**src/rtl/valid_ready_round_robin_arbiter.sv**
```systemverilog
// Round-robin arbiter merging REQUESTERS valid/ready channels onto one sink.
// Define VALID_READY_ARBITER_PACKET_LOCK_EN to hold each grant until the beat with last=1.
module valid_ready_round_robin_arbiter #(
    parameter int WIDTH      = 8,
    parameter int REQUESTERS = 4
) (
    input  logic                          clock,
    input  logic                          reset,
    input  logic [REQUESTERS*WIDTH-1:0]   request_data,
    input  logic [REQUESTERS-1:0]         request_valid,
    input  logic [REQUESTERS-1:0]         request_last,
    output logic [REQUESTERS-1:0]         request_ready,
    output logic [WIDTH-1:0]              sink_data,
    output logic                          sink_valid,
    output logic                          sink_last,
    input  logic                          sink_ready,
    output logic [$clog2(REQUESTERS)-1:0] grant_index,
    output logic                          busy
);

    localparam int IW = $clog2(REQUESTERS);

    typedef enum logic {ARBITRATE, HOLD} state_t;

    state_t        state_q, state_d;
    logic [IW-1:0] ptr_q, ptr_d;
    logic [IW-1:0] idx_q, idx_d;

    logic          found;
    logic [IW-1:0] search_idx;
    logic [IW-1:0] grant;
    logic          have_grant;
    logic          xfer;
    logic          grant_ends;

    // First valid requester at or above the pointer, wrapping to 0.
    always_comb begin
        int unsigned cand;
        found      = 1'b0;
        search_idx = '0;
        cand       = 0;
        for (int unsigned k = 0; k < REQUESTERS; k++) begin
            cand = (32'(ptr_q) + k) % REQUESTERS;
            if (!found && request_valid[IW'(cand)]) begin
                found      = 1'b1;
                search_idx = IW'(cand);
            end
        end
    end

    always_comb begin
        grant      = (state_q == HOLD) ? idx_q : search_idx;
        have_grant = !reset && ((state_q == HOLD) || found);

        sink_data     = '0;
        sink_last     = 1'b0;
        sink_valid    = 1'b0;
        request_ready = '0;
        for (int unsigned i = 0; i < REQUESTERS; i++) begin
            if (grant == IW'(i)) begin
                sink_data  = request_data[i*WIDTH +: WIDTH];
                sink_last  = request_last[i];
                sink_valid = have_grant && request_valid[i];
                request_ready[i] = have_grant && sink_ready;
            end
        end

        grant_index = have_grant ? grant : '0;
        busy        = (state_q == HOLD);
    end

    always_comb begin
        xfer = sink_valid && sink_ready;
`ifdef VALID_READY_ARBITER_PACKET_LOCK_EN
        grant_ends = xfer && sink_last;
`else
        grant_ends = xfer;
`endif
        state_d = state_q;
        ptr_d   = ptr_q;
        idx_d   = idx_q;
        if (grant_ends) begin
            state_d = ARBITRATE;
            ptr_d   = (grant == IW'(REQUESTERS - 1)) ? '0 : grant + 1'b1;
        end else if (sink_valid) begin
            // Stalled beat or mid-packet transfer: pin the grant.
            state_d = HOLD;
            idx_d   = grant;
        end
    end

    always_ff @(posedge clock or posedge reset) begin
        if (reset) begin
            state_q <= ARBITRATE;
            ptr_q   <= '0;
            idx_q   <= '0;
        end else begin
            state_q <= state_d;
            ptr_q   <= ptr_d;
            idx_q   <= idx_d;
        end
    end

endmodule
```
**config.mk**
```make
export PLATFORM = sky130hd
export DESIGN_NAME = valid_ready_round_robin_arbiter
export DESIGN_NICKNAME = d
export VERILOG_FILES = /design/src/rtl/valid_ready_round_robin_arbiter.sv
export SDC_FILE = /design/constraint.sdc
export NUM_CORES = 1
export LEC_CHECK = 0
export CORE_AREA = 3 3 52 54
export DETAILED_ROUTE_END_ITERATION = 16
export DIE_AREA = 0 0 55 57
export GPL_TIMING_DRIVEN = 1
export PLACE_DENSITY = 0.9
export SYNTH_ARGS = -nofsm -noshare
export SYNTH_HDL_FRONTEND = slang
export SYNTH_SLANG_ARGS = --single-unit
```
**constraint.sdc**
```tcl
create_clock -name clock -period 8.6 [get_ports clock]
set_clock_uncertainty 0.2 [all_clocks]
set_input_delay 2.15 -clock clock [delete_from_list [all_inputs] [get_ports clock]]
set_output_delay 2.15 -clock clock [all_outputs]
set_load 0.01 [all_outputs]
```
After elaboration in Yosys (flattened, before gate mapping)
Cells that the tools add are included.
{"block": "op_classes", "n_lt_le_gt_ge": 4, "div": 0, "n_bitwise": 1, "reduce_logical": 18, "muxes": 37, "shift": 0, "multipliers": 0, "addsub": 4, "n_eq_ne": 3}
{"operator": "2-to-1 mux 8 bit", "count": 4}
{"operator": "2-to-1 mux 1 bit", "count": 22}
{"operator": "2-to-1 mux 2 bit", "count": 7}
{"operator": "less-than comparator 2 x 3 -> 1 bit (second input constant)", "count": 4}
{"operator": "logical AND 1 bit", "count": 10}
{"operator": "binary-select mux 1 bit (select 2 bit)", "count": 4}
{"operator": "adder 2 x 1 -> 2 bit (second input constant)", "count": 2}
{"operator": "adder 2 bit (second input constant)", "count": 2}
{"operator": "equality test 2 bit (second input constant)", "count": 2}
{"operator": "logical NOT 1 bit", "count": 4}
{"operator": "equality test 2 x 1 -> 1 bit (second input constant)", "count": 1}
{"operator": "logical NOT 2 bit", "count": 1}
{"operator": "AND reduction 2 bit", "count": 1}
{"operator": "nonzero test 2 bit", "count": 1}
{"operator": "logical OR 1 bit", "count": 1}
{"operator": "NOT 1 bit", "count": 1}
{"block": "word_totals", "input_bits": 43, "latchBits": 0, "memories": 0, "rom_bits": 0, "mem_bits_rw": 0, "output_inout_bits": 17, "elab_cells": 70, "reg_bits": 5}

Longest topological paths before layout
{"block": "logic_depth", "depth_word": 22, "depth_mapped": 11, "depth_no_buf": 9}

Worst setup path after synthesis
OpenSTA, ideal clock, no wires.
{"block": "synth_path", "path_type": "input port to output port", "start": "in request_valid[0]", "end": "out request_ready[3]", "n_path_buf": 2, "required_time_ns": 6.250, "t_arrival_ns": 3.974, "path_stages": 9, "slack_ns": 2.276, "path_cell_list": "mux2_4 a221o_1 a21o_1 inv_2 ha_1 clkbuf_1 buf_1 nand2_1 nor2_1"}
{"block": "synth_via", "elab_cells_between_ends": 28, "cone_classes": "eq/ne: 1; mux: 18; reduce/logical: 9"}
{"item": "start: declaration", "line": "10", "rtl": "input logic [REQUESTERS-1:0] request_valid,"}
{"item": "binary-select mux 1 bit (select 2 bit)", "line": "44", "rtl": "if (!found && request_valid[IW'(cand)]) begin"}
{"item": "2-to-1 mux 1 bit (implied by the code)", "line": "44"}
{"item": "2-to-1 mux 1 bit", "line": "44"}
{"item": "logical NOT 1 bit", "line": "44"}
{"item": "logical AND 1 bit", "line": "44"}
{"item": "2-to-1 mux 1 bit", "line": "44"}
{"item": "logical NOT 1 bit", "line": "44"}
{"item": "logical AND 1 bit", "line": "44"}
{"item": "2-to-1 mux 1 bit", "line": "44"}
{"item": "logical NOT 1 bit", "line": "44"}
{"item": "logical AND 1 bit", "line": "44"}
{"item": "2-to-1 mux 2 bit *", "line": "44"}
{"item": "2-to-1 mux 2 bit *", "line": "52", "rtl": "grant = (state_q == HOLD) ? idx_q : search_idx;"}
{"item": "net grant[0]", "line": "31", "rtl": "logic [IW-1:0] grant;"}
{"item": "equality test 2 bit *", "line": "60", "rtl": "if (grant == IW'(i)) begin"}
{"item": "2-to-1 mux 1 bit *", "line": "60"}
{"item": "end: declaration", "line": "12", "rtl": "output logic [REQUESTERS-1:0] request_ready,"}
Mark *: on every way through the listed nets, which the timed path passes. The rest lies on a longest branch. The select of a mux whose other input is x is not followed.

Worst setup path in the final report
{"block": "layout_path", "start": "in request_valid[3]", "end": "out sink_data[7]"}
{"block": "layout_via", "elab_chain_len": 18, "elab_cells_between_ends": 30, "cone_classes": "eq/ne: 3; mux: 20; reduce/logical: 7"}
{"item": "binary-select mux 1 bit (select 2 bit)", "line": "44"}
{"item": "2-to-1 mux 1 bit (implied by the code)", "line": "44"}
{"item": "2-to-1 mux 1 bit", "line": "44"}
{"item": "logical NOT 1 bit", "line": "44"}
{"item": "logical AND 1 bit", "line": "44"}
{"item": "2-to-1 mux 1 bit", "line": "44"}
{"item": "logical NOT 1 bit", "line": "44"}
{"item": "logical AND 1 bit", "line": "44"}
{"item": "2-to-1 mux 1 bit", "line": "44"}
{"item": "logical NOT 1 bit", "line": "44"}
{"item": "logical AND 1 bit", "line": "44"}
{"item": "2-to-1 mux 2 bit *", "line": "44"}
{"item": "2-to-1 mux 2 bit *", "line": "52"}
{"item": "net grant[1]", "line": "31"}
{"item": "logical NOT 2 bit", "line": "60"}
{"item": "2-to-1 mux 8 bit (3 in a row)", "line": "60"}
{"item": "2-to-1 mux 8 bit *", "line": "60"}
{"item": "end: declaration", "line": "13", "rtl": "output logic [WIDTH-1:0] sink_data,"}
Marked as above.

==> results.sh <==
export IMPL_outcome="finished, final reports clean"
export IMPL_ys_ff_latch=5
export IMPL_syn_area_um2=853.3
export IMPL_tns_ps=0
export IMPL_die_area_um2=3135
export IMPL_layout_drive_gt1_share_pct=6.627
export IMPL_cts_max_path_buffers=2
export IMPL_slew_headroom_pct=59.74
export IMPL_yosys_warnings=0
export IMPL_finalSetupViolCount=0
export IMPL_synthArstFlopShare_pct=100.0
export IMPL_powerDensity_nw_per_um2=349.7
export IMPL_wl_per_cell_um=15.28
export IMPL_r2r_start="ptr_q[1]$_DFFE_PP0P_"
export IMPL_gp_congestion=0.8673
export IMPL_dr_first_iter_drc_count=20
export IMPL_fin_nets=214
export IMPL_path_clk_slew_ps=50
export IMPL_areaGrowthSynthToFinish_pct=72.87
export IMPL_p_sw_w=0.0002278
export IMPL_max_slew_worst_pin_slew_ps=603.8
export IMPL_seq_power_share_pct=10.4
export IMPL_startpoint="request_valid[3]"
export IMPL_synth_edf_count=0
export IMPL_grt_pass1_wl_um=4333
export IMPL_slew_viol_final=0
export IMPL_antennaDiodeCount=0
export IMPL_cts_root_buf="clkbuf_4"
export IMPL_synthTopCellsByArea="dfrtp_1 15%, a221oi_1 9.2%, nor2b_1 8.8%"
export IMPL_clkLatencyLatePin_ps=240
export IMPL_die_h_um=57
export IMPL_crit_required_ps=6250
export IMPL_p_leak_nw=0.5538
export IMPL_hold_violations=0
export IMPL_place_hpwl_um=2378
export IMPL_holdCritPathClass="reg2reg"
export IMPL_grt_antenna_before_repair=0
export IMPL_coreArea_um2=2255
export IMPL_grt_setup_unrepaired="false"
export IMPL_finalCritPeriodShare_pct=91.73
export IMPL_crit_arrival_ps=5540
export IMPL_io_pin_count=60
export IMPL_cp_end_kind="output pin"
export IMPL_cts_tree="built"
export IMPL_ff2ff_setup_slack_ps=5350
export IMPL_synth_most_common_cell="nand2_1"
export IMPL_cts_setup_buffers=0
export IMPL_drc_errors=0
export IMPL_vdd_drop_max_v=0.0002442
export IMPL_grt_usage_pct=17.87
export IMPL_min_period_ps=7889
export IMPL_worst_r2r_path_depth=8
export IMPL_synthDistinctLibCells=39
export IMPL_synth_nets=157
export IMPL_grt_pass1_vias=1034
export IMPL_die_w_um=55
export IMPL_combPwrFrac_pct=84.2
export IMPL_synth_cells_most_frequent="18 x nand2_1, 12 x nor2b_1, 9 x a221oi_1"
export IMPL_post_cts_resized=0
export IMPL_row_count=17
export IMPL_clock_sinks=5
export IMPL_via_count=1069
export IMPL_grt_max_degree=22
export IMPL_p_sw_share_pct=44.16
export IMPL_postSynthAreaPerCell_um2=7.757
export IMPL_port_buffers=59
export IMPL_syn_instance_count=110
export IMPL_synth_flop_cell="dfrtp_1"
export IMPL_dr_pass1_iters=4
export IMPL_holdPathStages=1
export IMPL_worst_path_max_fanout=14
export IMPL_start_util_pct=37.85
export IMPL_critPathKind="in2out"
export IMPL_cp_start_kind="input port"
export IMPL_maxCapViolCount=0
export IMPL_netlist_area_leader_share_pct=14.66
export IMPL_worstReg2RegEnd="idx_q[1]$_DFFE_PP0P_"
export IMPL_postCtsHoldBufs=0
export IMPL_drtAntennaViolNets=0
export IMPL_utilization_pct=65.43
export IMPL_cts_buffers=3
export IMPL_fmax_mhz=126.8
export IMPL_synth_largest_area_cell="dfrtp_1"
export IMPL_htree_levels=1
export IMPL_pwr_share_clk_pct=5.4
export IMPL_overflow=0
export IMPL_seq_area_frac_synth_pct=14.66
export IMPL_wirelength_um=2965
export IMPL_crit_path_end="sink_data[7]"
export IMPL_p_int_w=0.0002881
export IMPL_vias_per_cell=5.510
[cells by family after synthesis]
kind of cell,Yosys count,synth area share [%]
compound gates,32,32.41
buf+inv,13,6.597
mux,6,9.530
fa+ha+maj,4,5.865
flops,5,14.66
simple gates,50,30.94
[power groups by stage]
stage / clock network, W / logic [W] / registers, W
4_1_cts: 0.0000293 / 0.000437 / 0.0000538
3_3_place_gp: 0 / 0.000428 / 0.0000531
6_report: 0.0000280 / 0.000434 / 0.0000538
2_1_floorplan: 0 / 0.000266 / 0.0000428
5_1_grt: 0.0000301 / 0.000474 / 0.0000557
3_5_place_dp: 0 / 0.000435 / 0.0000542
[sequential cells by signal, summed over array words and instances, names as in the netlist]
name	flops
idx_q	2
busy	1
ptr_q	2
[metrics by stage]
step	setup WS, ps	total power (W)	hold WS, ps	instance area, um^2	instances
4_1_cts	704.9	0.0005202	310.2	1475	194
6_report	711.1	0.0005158	304.7	1475	194
2_1_floorplan	2276	0.0003090	264.1	853.3	110
3_3_place_gp	915.9	0.0004812	280.5	1449	190
5_1_grt	422.8	0.0005595	324.8	1475	194
3_5_place_dp	727.1	0.0004892	299.1	1449	190
[area by class of cell]
class                   instances  area, um^2
well taps                      28       35.03
inverters                       5       18.77
repair buffers                 60       598.1
fillers                       204       779.5
flip-flops and latches          5       125.1
multi-input cells              92       671.9
clock buffers                   4       26.28
[cells in the final DEF, fill, tap and decap left out, types with 2 or more instances in the layout]
cell type	instances
nor2_1	6
nor3b_1	2
nand2_1	18
nand3b_1	3
clkdlybuf4s50_1	59
nor2b_1	12
mux2_1	3
o21a_1	2
o31ai_1	8
clkbuf_4	3
a21oi_1	2
ha_1	4
dfrtp_1	5
inv_1	4
or3_1	2
a221oi_1	9
[worst min-delay path by stage]
stage                         start              endpoint
2_1_floorplan  idx_q[1]$_DFFE_PP0P_  idx_q[1]$_DFFE_PP0P_
3_3_place_gp   idx_q[1]$_DFFE_PP0P_  idx_q[1]$_DFFE_PP0P_
4_1_cts        idx_q[1]$_DFFE_PP0P_  idx_q[1]$_DFFE_PP0P_
3_5_place_dp   idx_q[1]$_DFFE_PP0P_  idx_q[1]$_DFFE_PP0P_
5_1_grt        idx_q[1]$_DFFE_PP0P_  idx_q[1]$_DFFE_PP0P_
6_report       idx_q[1]$_DFFE_PP0P_  idx_q[1]$_DFFE_PP0P_
[metal layers]
metal / global-route usage (%) / vias up / routed length, um
met5: 0 / - / 0
met4: 3.472 / 0 / 0
met3: 8.355 / 0 / 484
met2: 31.25 / 52 / 1353
met1: 19.20 / 494 / 1127
li1: - / 523 / -
[worst max-delay path, cell delays in order]
cell	delay [ps]
clkdlybuf4s50_1	640
nand4b_1	150
o21ai_1	100
o41ai_2	520
inv_1	120
ha_1	380
nor2b_1	480
a221oi_1	170
o31ai_1	250
clkdlybuf4s50_1	580
Power figures use the tool's default switching activity.
